## src/rtl/rs232_pkg.sv

```systemverilog
// Shared constants and state type for the RS232 transmitter and receiver-side status logic.
package rs232_pkg;
    localparam int DIV_FAST   = 217;
    localparam int DIV_SLOW   = 1302;
    localparam int FIFO_DEPTH = 4;
    localparam int FRAME_BITS = 10;
    localparam int TICK_W     = 11;

    typedef enum logic {
        IDLE = 1'b0,
        SEND = 1'b1
    } tx_state_t;
endpackage

```

## src/rtl/rs232_transmitter_if.sv

```systemverilog
// CPU-side write port and status of the RS232 transmitter, plus the serial line.
interface rs232_transmitter_if;
    logic       fsel;
    logic       start;
    logic [7:0] data;
    logic       rdy;
    logic       busy;
    logic [2:0] level;
    logic       TxD;

    modport master (output fsel, start, data, input rdy, busy, level, TxD);
    modport slave  (input fsel, start, data, output rdy, busy, level, TxD);
endinterface

```

## src/rtl/rs232_transmitter_fifo.sv

```systemverilog
// Byte FIFO feeding the transmitter; pointers wrap modulo DEPTH, occupancy kept in a separate count.
module rs232_tx_fifo #(
    parameter int DEPTH = 4,
    parameter int WIDTH = 8
) (
    input  logic                     clk,
    input  logic                     rst,
    input  logic                     push,
    input  logic                     pop,
    input  logic [WIDTH-1:0]         din,
    output logic [WIDTH-1:0]         dout,
    output logic                     full,
    output logic                     empty,
    output logic [$clog2(DEPTH):0]   count
);
    localparam int PW = $clog2(DEPTH);
    localparam int CW = PW + 1;

    logic [WIDTH-1:0] mem [DEPTH];
    logic [PW-1:0]    wr_ptr;
    logic [PW-1:0]    rd_ptr;
    logic [CW-1:0]    count_q;
    logic             do_push;
    logic             do_pop;

    // A full FIFO refuses the push even if a pop frees a slot on the same edge.
    assign full    = (count_q == CW'(DEPTH));
    assign empty   = (count_q == '0);
    assign do_push = push && !full;
    assign do_pop  = pop && !empty;
    assign dout    = mem[rd_ptr];
    assign count   = count_q;

    always_ff @(posedge clk) begin
        if (do_push) begin
            mem[wr_ptr] <= din;
        end
    end

    always_ff @(posedge clk or negedge rst) begin
        if (!rst) begin
            wr_ptr  <= '0;
            rd_ptr  <= '0;
            count_q <= '0;
        end else begin
            if (do_push) begin
                wr_ptr <= wr_ptr + PW'(1);
            end
            if (do_pop) begin
                rd_ptr <= rd_ptr + PW'(1);
            end
            case ({do_push, do_pop})
                2'b10:   count_q <= count_q + CW'(1);
                2'b01:   count_q <= count_q - CW'(1);
                default: count_q <= count_q;
            endcase
        end
    end
endmodule

```

## src/rtl/rs232_transmitter.sv

```systemverilog
// Buffered 8N1 transmitter, LSB first. States: IDLE = line high, waiting for a queued byte;
// SEND = shifting {stop, byte, start} out, reloading straight from the FIFO between frames.
module rs232_transmitter #(
    parameter int DIV_FAST   = rs232_pkg::DIV_FAST,
    parameter int DIV_SLOW   = rs232_pkg::DIV_SLOW,
    parameter int FIFO_DEPTH = rs232_pkg::FIFO_DEPTH
) (
    input  logic               clk,
    input  logic               rst,
    rs232_transmitter_if.slave bus
);
    import rs232_pkg::*;

    localparam int CW = $clog2(FIFO_DEPTH) + 1;
    localparam logic [TICK_W-1:0] DIV_F = TICK_W'(DIV_FAST);
    localparam logic [TICK_W-1:0] DIV_S = TICK_W'(DIV_SLOW);

    tx_state_t         state;
    logic [TICK_W-1:0] tick;
    logic [TICK_W-1:0] div;
    logic [3:0]        bitcnt;
    logic [9:0]        shreg;
    logic              txd;
    logic [7:0]        head;
    logic              full;
    logic              empty;
    logic              pop;
    logic [CW-1:0]     count;
    logic              bit_end;
    logic              frame_end;

    assign bit_end   = (tick == div - TICK_W'(1));
    assign frame_end = bit_end && (bitcnt == 4'(FRAME_BITS - 1));
    assign pop       = !empty && ((state == IDLE) || frame_end);

    rs232_tx_fifo #(.DEPTH(FIFO_DEPTH), .WIDTH(8)) u_fifo (
        .clk   (clk),
        .rst   (rst),
        .push  (bus.start),
        .pop   (pop),
        .din   (bus.data),
        .dout  (head),
        .full  (full),
        .empty (empty),
        .count (count)
    );

    always_ff @(posedge clk or negedge rst) begin
        if (!rst) begin
            state  <= IDLE;
            tick   <= '0;
            div    <= DIV_F;
            bitcnt <= '0;
            shreg  <= '1;
            txd    <= 1'b1;
        end else begin
            case (state)
                IDLE: begin
                    txd <= 1'b1;
                    if (!empty) begin
                        shreg  <= {1'b1, head, 1'b0};
                        div    <= bus.fsel ? DIV_F : DIV_S;
                        tick   <= '0;
                        bitcnt <= '0;
                        txd    <= 1'b0;
                        state  <= SEND;
                    end
                end
                SEND: begin
                    txd  <= shreg[0];
                    tick <= tick + TICK_W'(1);
                    if (frame_end) begin
                        // Back-to-back frames: next start bit follows the stop bit with no gap.
                        if (!empty) begin
                            shreg  <= {1'b1, head, 1'b0};
                            div    <= bus.fsel ? DIV_F : DIV_S;
                            tick   <= '0;
                            bitcnt <= '0;
                            txd    <= 1'b0;
                        end else begin
                            txd   <= 1'b1;
                            state <= IDLE;
                        end
                    end else if (bit_end) begin
                        shreg  <= {1'b1, shreg[9:1]};
                        txd    <= shreg[1];
                        tick   <= '0;
                        bitcnt <= bitcnt + 4'd1;
                    end
                end
                default: state <= IDLE;
            endcase
        end
    end

    assign bus.TxD   = txd;
    assign bus.rdy   = !full;
    assign bus.busy  = (state != IDLE) || (count != '0);
    assign bus.level = 3'(count);
endmodule
```

## src/flat_wrapper.sv

```systemverilog
// flat-port wrapper written by rule: the top's interface ports become plain ports
module rs232_transmitter_flat import rs232_pkg::*;
#(
    parameter int DIV_FAST   = rs232_pkg::DIV_FAST,
    parameter int DIV_SLOW   = rs232_pkg::DIV_SLOW,
    parameter int FIFO_DEPTH = rs232_pkg::FIFO_DEPTH
)
  (clk, rst, bus_fsel, bus_start, bus_data, bus_rdy, bus_busy, bus_level, bus_TxD);
  rs232_transmitter_if bus_i ();
  input  logic clk;
  input  logic rst;
  input wire logic [$bits(bus_i.fsel)-1:0] bus_fsel;
  input wire logic [$bits(bus_i.start)-1:0] bus_start;
  input wire logic [$bits(bus_i.data)-1:0] bus_data;
  output wire logic [$bits(bus_i.rdy)-1:0] bus_rdy;
  output wire logic [$bits(bus_i.busy)-1:0] bus_busy;
  output wire logic [$bits(bus_i.level)-1:0] bus_level;
  output wire logic [$bits(bus_i.TxD)-1:0] bus_TxD;
  assign bus_i.fsel = bus_fsel;
  assign bus_i.start = bus_start;
  assign bus_i.data = bus_data;
  assign bus_rdy = bus_i.rdy;
  assign bus_busy = bus_i.busy;
  assign bus_level = bus_i.level;
  assign bus_TxD = bus_i.TxD;
  rs232_transmitter #(.DIV_FAST(DIV_FAST), .DIV_SLOW(DIV_SLOW), .FIFO_DEPTH(FIFO_DEPTH)) u_core (.clk(clk), .rst(rst), .bus(bus_i));
endmodule
```

## config.mk

```make
export PLATFORM = sky130hd
export DESIGN_NAME = rs232_transmitter_flat
export DESIGN_NICKNAME = d
export VERILOG_FILES = /design/src/rtl/rs232_pkg.sv /design/src/rtl/rs232_transmitter_if.sv /design/src/rtl/rs232_transmitter_fifo.sv /design/src/rtl/rs232_transmitter.sv /design/src/flat_wrapper.sv
export SDC_FILE = /design/constraint.sdc
export NUM_CORES = 1
export LEC_CHECK = 0
export BUFFER_PORTS_ARGS = -buffer_cell sky130_fd_sc_hd__clkbuf_2
export CAP_MARGIN = 10
export CELL_PAD_IN_SITES_DETAIL_PLACEMENT = 0
export CELL_PAD_IN_SITES_GLOBAL_PLACEMENT = 1
export CORE_MARGIN = 2
export CORE_UTILIZATION = 40
export DETAILED_ROUTE_END_ITERATION = 8
export PLACE_DENSITY = 0.67
export SETUP_SLACK_MARGIN = 0.05
export SKIP_CTS_REPAIR_TIMING = 1
export SYNTH_ARGS = -nofsm -noshare
export SYNTH_HDL_FRONTEND = slang
export SYNTH_SLANG_ARGS = --single-unit
```

## constraint.sdc

```tcl
create_clock -name clk -period 5.03 [get_ports clk]
set_input_delay 0 -clock clk [delete_from_list [all_inputs] [get_ports clk]]
set_output_delay 0 -clock clk [all_outputs]
set_load 0.01 [all_outputs]
```

-- Word-level counts from Yosys, hierarchy flattened
Memory sizes are Yosys's and may differ from the RTL's.
Cells that the tools add are included.
- bits in registers: 45
- bits in latches: 0
- RAM bits: 32
- word-level logic and storage cells: 64
- output and inout bits: 6
- ROM bits: 0
- memories: 1
- eq/ne operators: 8
- multiply operators: 0
- divide/modulo/power cells: 0
- shift-type cells: 0
- reduce and logical (&&, ||, !) cells: 11
- bitwise operators: 1
- add/sub/neg operators: 7
- multiplexer cells: 27
- $lt $le $gt $ge: 0
- memories (memory ; depth ; bits a word ; read ports ; clocked after Yosys merged registers in ; wr ports ; line ; source):
    u_core.u_fifo.mem ; 4 ; 8 ; 1 ; 0 ; 1 ; rs232_transmitter_fifo.sv:19 ; logic [WIDTH-1:0] mem [DEPTH];
- operator list (operator ; count):
    $mux 11 ; 7
    $pmux 11 s2 ; 2
    $mux 10 ; 3
    $pmux 10 s2 ; 1
    $mux 4 ; 3
    $add 11x1->11 const B ; 1
    $eq 11x11->1 ; 1
    $sub 11x1->11 const B ; 1
    $pmux 4 s2 ; 1
    $mux 1 ; 7
    $pmux 3 s2 ; 1
    $add 2x1->2 const B ; 2
    $add 4x1->4 const B ; 1
    $eq 4x4->1 const B ; 1
    $logic_and 1x1->1 ; 4
    $ne 2x2->1 const B ; 2
    $pmux 1 s2 ; 2
    $add 3x1->3 const B ; 1
    $eq 3x3->1 const B ; 1
    $logic_not 3->1 ; 1
    $ne 3x3->1 const B ; 1
    $reduce_bool 3->1 ; 1
    $sub 3x1->3 const B ; 1
    $eq 2x1->1 const B ; 1
    other kinds (5) ; 7

-- Depth between registers and ports, before layout
Gate-level depths: netlist of the first run.
- word-level depth: 8
- depth in mapped cells: 13
- mapped depth without buffers: 12

-- Modules after synthesis
Synthesis of the first run repeated with hierarchy kept, for this count alone.
- cell total of the unflattened synthesis: 249
- area, all modules: 3244.4 µm²
- modules (own cells, without submodules) (module ; seq. area each (µm²) ; area each (µm²) ; cells each ; instances):
    rs232_transmitter ; 740.7 ; 1660.3 ; 169 ; 1
    rs232_tx_fifo ; 1136.1 ; 1584.0 ; 80 ; 1

-- Worst setup path after synthesis of the first run
Ideal clock, no wire load.
- path type: flip-flop to flip-flop
- from: reg u_core.tick[6]
- to: reg u_core.u_fifo.count_q[2], in the netlist u_core.u_fifo.count[2]
- arrival time: 2958 ps
- period minus slack after synthesis: 3037 ps
- setup time: 79 ps
- cell stages (with the launch flop): 13
- slack: 1993 ps
- cell sequence: dfrtp_1 -> clkbuf_2 -> or4b_4 -> a2111oi_4 -> a31oi_4 -> buf_6 -> inv_1 -> ha_1 -> inv_1 -> fa_1 -> xor2_1 -> nor2_1 -> xor2_1
- word-level cells in the longest chain between the ends: 7
- elaborated cells between the ends (all ways): 9
- RTL lines (what ; line ; source):
    start: declaration ; rs232_transmitter.sv:19 ; logic [TICK_W-1:0] tick;
    start signal: assignment ; rs232_transmitter.sv:71 ; tick <= tick + TICK_W'(1);
    $eq 11x11->1 * ; rs232_transmitter.sv:32 ; assign bit_end = (tick == div - TICK_W'(1));
    $logic_and 1x1->1 * ; rs232_transmitter.sv:33 ; assign frame_end = bit_end && (bitcnt == 4'(FRAME_BITS - 1));
    $logic_or 1x1->1 * ; rs232_transmitter.sv:34 ; assign pop = !empty && ((state == IDLE) || frame_end);
    $logic_and 1x1->1 * ; rs232_transmitter.sv:34 ;
    net u_core.pop ; rs232_transmitter.sv:27 ; logic pop;
    $logic_and 1x1->1 * ; rs232_transmitter_fifo.sv:30 ; assign do_pop = pop && !empty;
    $eq 2x1->1 / $eq 2x2->1 (equally long branches) ; rs232_transmitter_fifo.sv:52 ; case ({do_push, do_pop})
    $pmux 3 s2 / $reduce_bool 2->1 (equally long branches) ; n/a ;
    end signal: assignment ; rs232_transmitter_fifo.sv:53 ; 2'b10: count_q <= count_q + CW'(1);
    end signal: assignment ; rs232_transmitter_fifo.sv:54 ; 2'b01: count_q <= count_q - CW'(1);
    end signal: assignment ; rs232_transmitter_fifo.sv:55 ; default: count_q <= count_q;
    end: declaration ; rs232_transmitter_fifo.sv:22 ; logic [CW-1:0] count_q;
Mark *: on every way through the listed nets, which the timed path passes. The rest lies on a longest branch.
A chain may end at the register's enable or synchronous reset.

-- Worst setup path in the final report of the first run
- from: reg u_core.div[7]
- to: reg u_core.u_fifo.count_q[2], in the netlist u_core.u_fifo.count[2]
- word-level cells in the longest chain between the ends: 8
- elaborated cells between the ends (all ways): 10
- RTL lines (what ; line ; source):
    start: declaration ; rs232_transmitter.sv:20 ; logic [TICK_W-1:0] div;
    start signal: assignment ; rs232_transmitter.sv:62 ; div <= bus.fsel ? DIV_F : DIV_S;
    start signal: assignment ; rs232_transmitter.sv:76 ; div <= bus.fsel ? DIV_F : DIV_S;
    $sub 11x1->11 * ; rs232_transmitter.sv:32 ;
    $eq 11x11->1 * ; rs232_transmitter.sv:32 ;
    $logic_and 1x1->1 * ; rs232_transmitter.sv:33 ;
    $logic_or 1x1->1 * ; rs232_transmitter.sv:34 ;
    $logic_and 1x1->1 * ; rs232_transmitter.sv:34 ;
    net u_core.pop ; rs232_transmitter.sv:27 ;
    $logic_and 1x1->1 * ; rs232_transmitter_fifo.sv:30 ;
    $eq 2x1->1 / $eq 2x2->1 (equally long branches) ; rs232_transmitter_fifo.sv:52 ;
    $pmux 3 s2 / $reduce_bool 2->1 (equally long branches) ; n/a ;
Marks and branches as above.

==> impl.org, run 1 <==
** Outcome
- Result of the run :: complete, no violations

** Layout
- Proportion of layout cells with a drive suffix above 1 :: between 20% and 30%
- Fillers :: between 700 and 800
- For this run, the share of the core covered by cells in the final layout is 46.7%.
- Compared with the post-synthesis result, the final layout area differs by 14.3%.
- Footprint of the flip-flops and latches :: 0.00188 mm²
- 0 antenna diodes ended up in the layout.
- The library cell used most frequently in the layout, excluding fill and tap cells, is sky130_fd_sc_hd__edfxtp_1.
- The multi-input combinational cells in the finished layout cover a total of ~0.0014 mm².
- In the layout the commonest cells are sky130_fd_sc_hd__edfxtp_1, sky130_fd_sc_hd__dfrtp_1, sky130_fd_sc_hd__nand3_1.
- Post-layout instance count excluding filler cells :: around 400
- Number of nets in the final layout :: approximately 320

** Pwr
- Switching share of total power :: 33.2%
- IR analysis of the VDD net gives a maximum drop of 240 µV.
- Combinational logic burns 26.2% of the power.
- Overall power of the completed layout :: about 1900 µW
- Psw :: between 600 and 700 µW
- Power density over the cells :: 494 mW/mm²
- Internal Pwr Total :: ~1300 µW
- The analysis attributes to cell leakage a power of approximately 0.0014 µW.
- Sequential Power Share :: 49.2%
- Of the total power, the clock network draws 24.5%.

** Logic synthesis
- The number of nets handed over by synthesis was about 290.
- Post-synthesis cell area :: between 0.003 and 0.004 mm²
- The average instance in the mapped netlist occupies 12.5 µm².
- Sequential cells were found to cover 56.2% of the synthesized design area.
- Leading register cell type out of synthesis :: sky130_fd_sc_hd__edfxtp_1
- Number of cells produced by synthesis :: 267
- In this run, synthesis inferred 32 flip-flops with an integrated enable.
- Yosys printed 0 warnings.
- The number of different library cells used by synthesis comes to 55.
- After synthesis the netlist holds a flip-flop and latch count of about 70.
- Share of flip-flops with an asynchronous set or reset after synthesis :: around 53%

** Floorplanning
- The floorplan step set the die width to around 95 µm.
- For this configuration, the core starts out at a cell density of 40.9%.
- The core region is slightly above 0.008 mm².
- Number of rows created at floorplan :: 33
- The die is between 90 and 100 µm tall.
- IO Count :: 18
- Die Outline Area :: 0.00910 mm²

** Setup path
- Counting stages on the worst path, the most repeated cell is sky130_fd_sc_hd__inv_1.
- Peak fanout along the critical path :: 13
- Cell-by-cell trace of the critical path :: inv_1 -> ha_1 -> xnor2_1 -> a2111oi_4 -> a31oi_4 -> inv_1 -> ha_1 -> inv_1 -> fa_1 -> xor2_1 -> nor2_1 -> xor2_1
- Required time of the critical path :: 5.30 ns
- Sort of element at the end of the critical path :: flop
- On the worst path, the slowest cell contributes a delay of approximately 0.57 ns.
- At the worst endpoint, the arrival time is around 3.5 ns.
- Startpoint type of the worst setup path :: flop
- The largest individual stage delay along the critical path comes from the cell sky130_fd_sc_hd__dfstp_2.
- The worst setup path is of the flop to flop kind.

** STA
- Total negative slack for setup checks :: 0 ns
- The max-slew violation count is 0.
- In this run the tightest slew margin relative to its limit is a little under two fifths.
- Crit path time final :: about 3.2 ns
- Measured slew at the worst slew-check pin :: roughly 0.94 ns
- The number of failing hold endpoints at the final stage is 0.
- Setup repair after global routing left no endpoint under its margin.
- In the finished design, the share of the clock period the worst path needs comes to about 65%.
- Fmax achieved :: 308 MHz
- For the final database, setup skew stands at between 0.01 and 0.015 ns.
- Setup violations remaining at the end of the flow were counted as 0.

** Placement
- Half-perimeter wire length of the detailed placement result :: roughly 4300 µm
- Once placement completed, the tool counted placed cells totaling approximately 380.
- The congestion estimate from routability-driven global placement came to 0.747.
- Count of buffers inserted at the top-level ports :: 17

** GRT
- GRT Util Overall :: between 10% and 20%
- Summed over all layers, the global routing overflow is 0.
- The first global-routing pass estimated 10700 µm of wire.
- The via count of the first global-routing pass came to roughly 2100.
- Entering global routing, the biggest net connects 37 pins.
- The initial antenna violation count came to 0.

** CTS
- Clock latency reported for the late side of the worst-skew pair :: ~0.34 ns
- The clock passes through at most 2 buffers.
- CTS placed an instance of sky130_fd_sc_hd__clkbuf_8 at the clock tree root.
- Num Clock Sinks :: 68
- After clock tree synthesis, the clock-pin slew on the worst setup and hold paths is 0.08 ns.
- The clock tree synthesis step divided the H-tree into 3 levels.
- TritonCTS buffer count :: 9
- CTS tree :: built

** Run
- Number of max-cap violations :: 0

** Route
- Per-cell via count in the routed design :: approximately 5.4
- Vias after detailed routing :: roughly 2200
- The detailed router finished its first iteration with between 80 and 90 violations.
- Routed wire length :: 6430 µm
- Post-detailed-route count of antenna-violating nets :: 0
- Number of design rule violations left after detail routing :: 0
- Before antenna repair, the detailed router went through 4 iterations.
- Dividing the detail-routed wire length by the instance count gives approximately 16 µm.

** Min path
- Worst hold path class :: input pin to flop
[worst paths after layout]
path | start | endpoint | slack [ns] | depth (start not counted)
worst max-delay path | u_core.div[7] | u_core.u_fifo.count[2] | 1.78 | 12
worst min-delay path | bus_start | u_core.u_fifo.wr_ptr[0] | 0.08 | 3
worst max register to register | u_core.div[7] | u_core.u_fifo.count[2] | 1.78 | 12
worst min register to register | u_core.shreg[0] | u_core.shreg[0] | 0.49 | 2
max in group asynchronous | rst | u_core.tick[8] | 4.11 | 2
min in group asynchronous | rst | u_core.tick[4] | 0.32 | 2
[worst max-delay path, delay by kind of cell (launching register included)]
kind | cells | cell delay [ns]
flops | 1 | 0.57
xor+xnor | 3 | 0.48
simple gates | 1 | 0.11
fa+ha+maj | 3 | 0.87
buf+inv | 3 | 0.29
compound gates | 2 | 0.88
[power by group through the flow]
stage	sequential, µW	clock, µW	combinational [µW]
floorplan	866	0	427
global placement	938	0	489
detailed placement	940	0	500
CTS	931	477	501
global route	956	505	551
finish	928	463	495
[Yosys cell counts, types with 2 or more instances]
cell | n | area, µm²
sky130_fd_sc_hd__edfxtp_1 | 32 | 961
sky130_fd_sc_hd__xor2_1 | 3 | 26.3
sky130_fd_sc_hd__or2_0 | 6 | 37.5
sky130_fd_sc_hd__nor3_1 | 4 | 20.0
sky130_fd_sc_hd__o221a_2 | 8 | 90.1
sky130_fd_sc_hd__nor2_1 | 14 | 52.6
sky130_fd_sc_hd__nand3_1 | 18 | 90.1
sky130_fd_sc_hd__nand4_1 | 5 | 31.3
sky130_fd_sc_hd__a21oi_1 | 7 | 35.0
sky130_fd_sc_hd__dfstp_2 | 12 | 315
sky130_fd_sc_hd__o21ai_0 | 17 | 85.1
sky130_fd_sc_hd__or2_2 | 3 | 18.8
sky130_fd_sc_hd__nand2_1 | 14 | 52.6
sky130_fd_sc_hd__clkbuf_2 | 2 | 10.0
sky130_fd_sc_hd__xnor2_1 | 7 | 61.3
sky130_fd_sc_hd__and3_1 | 6 | 37.5
sky130_fd_sc_hd__ha_1 | 11 | 138
sky130_fd_sc_hd__dfrtp_1 | 24 | 601
sky130_fd_sc_hd__mux4_2 | 8 | 180
sky130_fd_sc_hd__inv_1 | 15 | 56.3
sky130_fd_sc_hd__nand4b_1 | 4 | 35.0
sky130_fd_sc_hd__o211ai_1 | 5 | 37.5
sky130_fd_sc_hd__mux2i_1 | 2 | 20.0
sky130_fd_sc_hd__a31oi_1 | 2 | 12.5
sky130_fd_sc_hd__clkbuf_1 | 8 | 30.0
[metrics by stage]
| stage | cell area (µm²) | hold slack, ns | setup slack [ns] |
|---|---|---|---|
| after global routing | 3820 | 0.104 | 1.54 |
| after detailed placement | 3510 | 0.192 | 1.74 |
| final | 3820 | 0.0807 | 1.78 |
| after floorplan | 3340 | -0.296 | 1.99 |
| after CTS | 3720 | -0.195 | 1.74 |
| after global placement | 3510 | 0.200 | 1.81 |
[sequential cells by signal, indices dropped and copies added (netlist names)]
register	count
u_core.bus.TxD	1
u_core.u_fifo.mem	32
u_core.bitcnt	4
u_core.u_fifo.rd_ptr	2
u_core.shreg	10
u_core.tick	11
u_core.u_fifo.count	3
u_core.u_fifo.wr_ptr	2
u_core.state	1
u_core.div	2
[per-layer routing]
metal  global-route usage (%)  vias to the layer above  wire [µm]  part of all wire (%)
li1                         -                     1050          -                     -
met1                     20.7                     1074       3050                    47
met2                     25.4                       31       3100                    48
met3                     4.03                       15        166                   2.6
met4                     6.31                        0        121                   1.9
met5                        0                        -          0                     0
[cell families (layout without fill, tap and decap cells)]
group | count (synthesis) | in the layout | synth area share (%)
muxes | 12 | 12 | 6.78
AOI/OAI and AO/OA | 54 | 54 | 12.8
buffers and inverters | 28 | 60 | 3.45
and+or+nand+nor | 83 | 83 | 13.4
DFF | 68 | 68 | 56.2
adders and majority gates | 12 | 12 | 4.72
xor gates and xnor gates | 10 | 10 | 2.62
[layout make-up]
type	instances	area share (%)
flip-flops and latches	68	49.1
multi-input cells	171	35.5
repair buffers	28	5.05
well taps	105	3.44
clock buffers	9	3.24
clock inverters	7	2.10
inverters	16	1.57
(Power assumes the default switching activity.)
==> run 2, diff against run 1 <==
- PLACE_DENSITY: 0.67 -> 0.69
- clock period: 5.03 -> 2.9 ns (I/O delays scaled with it)
==> run 2 against run 1 <==
Critical path depth unchanged. Global-route usage increased by 0.58 points. Count of clock-buffer cells in the layout increased by 1. Die area unchanged. Sequential share of layout area decreased by 1.1 points. Cell area increased by 2.4%. Sequential cell count unchanged. Wire length increased by 4.3%. Power increased by 78%. Sequential power increased by 72%. Critical path type unchanged. Highest routed layer unchanged.
==> impl.org, run 2 (synthesis gave the netlist of run 1 again) <==
** GRT
- Entering global routing, the biggest net connects 37 pins.
- Remaining global-route overflow :: 0
- The first global-routing pass estimated between 10000 and 15000 µm of wire.
- The global routing stage identified its most utilized layer as met2.
- Via count of the first global-routing pass :: between 2000 and 2500
- GRT Util Overall :: between 15 and 20%
- Fraction of met1 tracks used by global routing :: between 20% and 30%
- Antenna violations before repair :: 0
- Routing usage on met3 :: between 4 and 5%
- Global Route met2 Usage :: 27.8%

** CTS
- TritonCTS buffer count :: 9
- Root buffer cell :: sky130_fd_sc_hd__clkbuf_8
- In this run the deepest clock path goes through 2 buffers.
- TritonCTS built the clock tree.
- The H-tree generated during clock tree synthesis spans 3 levels.
- The clock reaches the later pin of the worst-skew pair after around 0.34 ns.
- Counting every sink on the clock net gives 68.
- Clock-pin slew was measured on the worst setup and hold paths at roughly 0.080 ns.

** Layout
- The finished cells cover around 0.0039 mm².
- Flip-flop count of the largest register after layout :: 32
- Proportion of layout cells with a drive suffix above 1 :: between 20% and 30%
- Leaving out fill and tap cells, the most frequent cell in the layout is sky130_fd_sc_hd__edfxtp_1.
- From synthesis to final layout, the design area changed by 17.0%.
- Fillers :: a little over 700
- The largest registers in the layout are u_core.u_fifo.mem x32, u_core.tick x11, u_core.shreg x10.
- Commonest cells after routing, fill and taps aside :: sky130_fd_sc_hd__edfxtp_1, sky130_fd_sc_hd__dfrtp_1, sky130_fd_sc_hd__nand3_1
- At the end of the flow, the number of nets in the layout was 325.
- Largest Register :: u_core.u_fifo.mem
- N_diodes :: 0

** Floorplanning
- IO Count :: 18
- Row generation in the floorplan step produced 33 rows.
- Measured along the x axis, the die boundary spans roughly 95 µm.
- Vertical die dimension :: about 95 µm
- Core footprint :: between 0.008 and 0.009 mm²
- The die covers between 0.009 and 0.01 mm².
- For this configuration, the core starts out at a cell density of 40.9%.

** Pwr
- The internal portion of the total power is approximately 2200 µW.
- Dividing total power by cell area gives a power density of approximately 860 mW/mm².
- Sequential Power Share :: between 40% and 50%
- Comb pwr share :: ~28%
- Leak pwr :: between 0.001 and 0.0015 µW
- Of the total power, the share spent switching nets is between 30% and 40%.
- Overall power of the completed layout :: between 3000 and 4000 µW
- In this run, the clock network consumes roughly 25% of the power.
- Psw :: 1100 µW
- Across the VDD grid, the largest voltage drop is 513 µV.

** STA
- Setup Skew :: a little under 0.006 ns
- Total negative slack for setup checks :: 0 ns
- Number of endpoints with negative hold slack in the final report :: 0
- Crit path time final :: around 2.6 ns
- Measured slew at the worst slew-check pin :: about 0.95 ns
- In the finished design, the share of the clock period the worst path needs comes to approximately nine tenths.
- The max-slew violation count came to 0.
- Fmax achieved :: roughly 380 MHz
- Setup slack closes at roughly 0.26 ns.
- Rel. slew slack :: a little under two fifths
- Worst hold slack :: around 0.09 ns
- Setup violations remaining at the end of the flow were counted as 0.
- RSZ-0062 raised after global routing :: false

** Route
- For this block, the via count after detailed routing is 2175.
- Violation count after the first detailed-routing iteration :: 60
- Dividing the detail-routed via count by the number of cells gives approximately 5.3.
- For this run, design rule violations remaining after detail routing come to 0.
- Routed wire length :: 6710 µm
- First-pass detailed-route iteration total :: 4
- Routed length per placed instance :: between 15 and 20 µm
- Post-detailed-route count of antenna-violating nets :: 0

** Setup path
- STA puts the critical path data arrival time at ~2.9 ns.
- Startpoint type of the worst setup path :: flop
- Critical-path top delay cell :: sky130_fd_sc_hd__dfstp_2
- Slack of the worst reg-to-reg path :: approximately 0.26 ns
- Along the worst path, the maximum fanout reaches 5.
- The number of buffers and inverters on the critical path is 3.
- Slowest Stage Delay on Critical Path :: around 0.58 ns
- Walking the worst path, the cells encountered are inv_1 -> ha_4 -> xnor2_2 -> a2111oi_4 -> a31oi_4 -> inv_4 -> ha_4 -> inv_1 -> fa_2 -> xor2_1 -> nor2_1 -> xor2_1.
- Measured in cells, the most critical reg-to-reg path has a length of 12.
- Endpoint of the most critical register-to-register path :: u_core.u_fifo.count[2]
- Grouping stages by cell kind, the critical path spends the most delay in adder cells.
- The worst register-to-register path begins at u_core.div[7].
- Required time of the critical path :: about 3.2 ns
- Sort of element at the end of the critical path :: flop
- Setup Crit Path Kind :: flop to flop

** Min path
- Worst hold path class :: input pin to flop
- Worst hold endpoint :: u_core.u_fifo.wr_ptr[0]
- Depth of the worst hold-timing path :: 3
- The worst hold path begins at bus_start.

** Placement
- Count of buffers inserted at the top-level ports :: 17
- The congestion estimate from routability-driven global placement came to 0.831.
- After legalization and detailed placement, the total HPWL measured around 4500 µm.
- Summing all placed instances gives a cell area of 0.00360 mm².
- Post-placement setup slack :: approximately 0.27 ns

** Outcome
- The run finished with clean final reports.

** Run
- Number of max-cap violations :: 0
-- run 2: stage by stage --
step	util [%]	instances
5_1_grt	47.8	411
2_1_floorplan	-	267
3_3_place_gp	44.0	385
6_report	47.8	411
3_5_place_dp	44.0	385
4_1_cts	46.6	401
-- run 2: power groups by stage --
stage	logic, µW	clock network (µW)	registers, µW
after CTS	930	847	1600
final	928	822	1600
after global placement	914	0	1620
after detailed placement	927	0	1620
after floorplan	775	0	1500
after global routing	1030	891	1640
-- run 2: layout make-up --
type	count	area [µm²]	share of cell area [%]
clock inverter	6	72.6	1.86
timing repair buffer	35	245	6.27
tap	105	131	3.36
sequential	68	1880	48.0
inverter	16	62.6	1.60
clock buffer	10	138	3.52
multi-input combinational	171	1380	35.4
-- run 2: worst max-delay path by stage --
stage,startpoint,to,slack [ns],cells after the start
after floorplan,u_core.tick[6],u_core.u_fifo.count[2],-0.0002,12
after global placement,u_core.div[7],u_core.u_fifo.count[2],0.31,12
after detailed placement,u_core.div[7],u_core.u_fifo.count[2],0.27,12
after CTS,u_core.div[7],u_core.u_fifo.count[2],0.24,12
after global routing,u_core.div[7],u_core.u_fifo.count[2],0.08,12
final,u_core.div[7],u_core.u_fifo.count[2],0.26,12
-- run 2: metal layers --
metal,share of wire [%],wire [µm]
met1,47,3150
met2,49,3290
met3,3.0,203
met4,0.97,65
met5,0,0
-- run 2: tightest hold or removal path: stages --
cell                       delay (ns)
sky130_fd_sc_hd__clkbuf_2        0.11
sky130_fd_sc_hd__and2_1          0.20
sky130_fd_sc_hd__xnor2_1         0.08
==> run 3, diff against run 2 <==
- BUFFER_PORTS_ARGS: -buffer_cell sky130_fd_sc_hd__clkbuf_2 -> not set
- CTS_CLUSTER_DIAMETER: not set -> 30
- DONT_BUFFER_PORTS: not set -> 1
- PLACE_DENSITY: 0.69 -> 0.67
==> run 3 against run 2 <==
Via count fell by 0.74%. Power up 0.23%. Worst setup slack worse by 0.021 ns. Cell area down 1.2%. Largest cell class unchanged.
==> impl.org, run 3 (synthesis gave the netlist of run 1 again) <==
** Outcome
- Result of the run :: complete, no violations

** CTS
- The clock passes through at most 2 buffers.
- Clock input transition at the sequential cells of the worst setup and hold paths :: 0.07 ns
- Num Clock Sinks :: approximately 70
- Clock latency reported for the late side of the worst-skew pair :: about 0.34 ns
- TritonCTS built the clock tree.
- The tree is rooted in a sky130_fd_sc_hd__clkbuf_8.
- # H-tree levels :: 3
- TritonCTS buffer count :: 9

** GRT
- The via count of the first global-routing pass came to 2156.
- The layer flagged by global routing as most heavily used is met2.
- Global Route met2 Usage :: between 20% and 30%
- For this run, global-route usage on met1 was measured as 19.8%.
- Wire length of the first global-routing pass :: approximately 11000 µm
- GRT Util Overall :: 16.4%
- Entering global routing, the biggest net connects 37 pins.
- After global routing the overflow that remains totals 0.
- Antenna violations before repair :: 0
- For this run, global-route usage on met3 was measured as 5.69%.

** STA
- The max-slew violation count came to 0.
- Number of endpoints with negative hold slack in the final report :: 0
- Measured slew at the worst slew-check pin :: 0.564 ns
- The worst path uses between 90% and 100% of the clock period.
- RSZ-0062 raised after global routing :: false
- Final setup vio count :: 0
- Fmax achieved :: 376 MHz
- The clock arrives with slightly below 0.01 ns of skew.
- Measured against its own limit, the worst slew margin works out to approximately 62%.
- Crit path time final :: 2.66 ns
- Total negative slack for setup checks :: 0 ns

** Setup path
- Cell-by-cell trace of the critical path :: inv_1 -> ha_4 -> xnor2_2 -> a2111oi_4 -> a31oi_4 -> inv_4 -> ha_4 -> inv_1 -> fa_2 -> xor2_1 -> nor2_1 -> xor2_1
- Measured in cells, the most critical reg-to-reg path has a length of 12.
- In this design, the stage delay of the slowest critical-path cell is 0.57 ns.
- STA classifies the critical path startpoint as a flop.
- Among all stages on the critical path, the largest delay is contributed by sky130_fd_sc_hd__dfstp_2.
- Arrival time at the worst endpoint :: 2.93 ns
- The setup path with the least slack is of type flop to flop.
- Required time of the critical path :: around 3.2 ns
- Sort of element at the end of the critical path :: flop
- The kind of cell with the highest combined delay along the critical path is adder cells.
- CP bufs+invs :: 3
- Counting buffers and inverters, the worst setup path is 12 cells deep.
- Along the worst path, the maximum fanout reaches 5.

** Layout
- Summing all non-filler instances in the final layout gives an area of 0.00386 mm².
- Number of nets in the final layout :: roughly 310
- Fillers :: ~750
- Cells with a size suffix above 1 make up approximately 23% of the layout.
- Post-layout instance count excluding filler cells :: 395
- The number of antenna diodes in the final layout is 0.
- Largest Register :: u_core.u_fifo.mem
- Utilization of the core after routing :: 47.2%
- Leaving out fill and tap cells, the most frequent cells in the layout are sky130_fd_sc_hd__edfxtp_1, sky130_fd_sc_hd__dfrtp_1, sky130_fd_sc_hd__nand3_1.
- The register with the most flip-flops in the layout has 32 of them.
- Relative area change from synthesis to final layout :: 15.6%
- Largest registers :: u_core.u_fifo.mem x32, u_core.tick x11, u_core.shreg x10
- Most common cell after layout, fill and taps aside :: sky130_fd_sc_hd__edfxtp_1

** Placement
- Placed standard-cell area :: 0.00351 mm²
- Placer Congestion :: ~0.82
- After legalization and detailed placement, the total HPWL measured between 4000 and 5000 µm.
- Number of cells after detailed placement :: 367
- Buffers placed on the I/O ports in this run total 0.

** Route
- In this run, the number of DRC markers left after iteration 0 of detailed routing was 98.
- Summing over every cut layer, the via total after detailed routing is between 2000 and 2500.
- After detailed routing, the number of remaining DRC violations is 0.
- In this run the remaining antenna-violating nets after routing total 0.
- The first detailed-routing pass took 4 iterations.
- The routed design has around 6600 µm of wire.
- Per-cell via count in the routed design :: 5.47
- After detailed routing, the average wire length per cell comes to between 15 and 20 µm.

** Pwr
- Internal Pwr Total :: 2290 µW
- Sequential Power Share :: 48.3%
- Worst VDD drop :: about 370 µV
- Share of total power in the clock network :: approximately a quarter
- The design draws around 3400 µW.
- In this run the power spent charging and discharging nets is about 1100 µW.
- Net switching is between 30% and 40% of the power.
- Dividing total power by cell area gives a power density of 869 mW/mm².
- Combinational logic burns a little over a quarter of the power.
- Summed over all cells, the static leakage comes to 0.00143 µW.

** Run
- Max-cap violations in this run came to 0.

** Floorplanning
- Initial Utilization :: 40.9%
- The floorplan step defined a core boundary enclosing 0.00818 mm².
- Row generation in the floorplan step produced 33 rows.
- Die Wd :: 95.4 µm
- Measured along the y axis, the die boundary spans around 95 µm.
- The die covers between 0.009 and 0.01 mm².
- Pin placement for this block handled 18 I/O pins.

** Min path
- Counting instances, the worst hold path has a depth of 1.
- Worst hold path class :: input pin to flop
## run 3: cell types whose count changed in the layout (fill, tap and decap cells not counted), sizes merged
cell         delta
bufinv          +1
clkbuf         -16
dlygate4sd3     +1
clkinv          -2
## run 3: per-stage QoR
stage	hold slack, ns	setup WS [ns]
after global placement	-0.294	0.308
after detailed placement	-0.294	0.241
after CTS	-0.687	0.214
final	0.129	0.238
after global routing	0.130	0.0638
after floorplan	-0.296	-0.000207
## run 3: power by group through the flow
stage	clock [µW]	combinational [µW]	sequential, µW
6_report	855	882	1620
4_1_cts	886	864	1630
3_3_place_gp	0	845	1640
3_5_place_dp	0	861	1640
2_1_floorplan	0	775	1500
5_1_grt	931	987	1660
## run 3: routing by layer
metal / share of wire [%] / up-vias
li1: - / 1038
met4: 1.6 / 0
met2: 49 / 21
met3: 2.9 / 11
met5: 0 / -
met1: 46 / 1089
## run 3: layout make-up
cell class | count | area, µm² | area share [%]
sequential | 68 | 1880 | 48.6
multi-input combinational | 171 | 1380 | 35.8
timing repair buffer | 19 | 190 | 4.93
clock buffer | 11 | 131 | 3.40
tap | 105 | 131 | 3.40
clock inverter | 5 | 85.1 | 2.20
inverter | 16 | 62.6 | 1.62
## run 3: worst paths after layout
path	from	to	slack (ns)
max	u_core.div[7]	u_core.u_fifo.count[2]	0.24
max reg2reg	u_core.div[7]	u_core.u_fifo.count[2]	0.24
max in group asynchronous	rst	u_core.shreg[4]	2.50
min in group asynchronous	rst	u_core.tick[5]	0.14
min reg2reg	u_core.shreg[0]	u_core.shreg[0]	0.50
min	bus_start	u_core.u_fifo.mem[2][6]	0.13
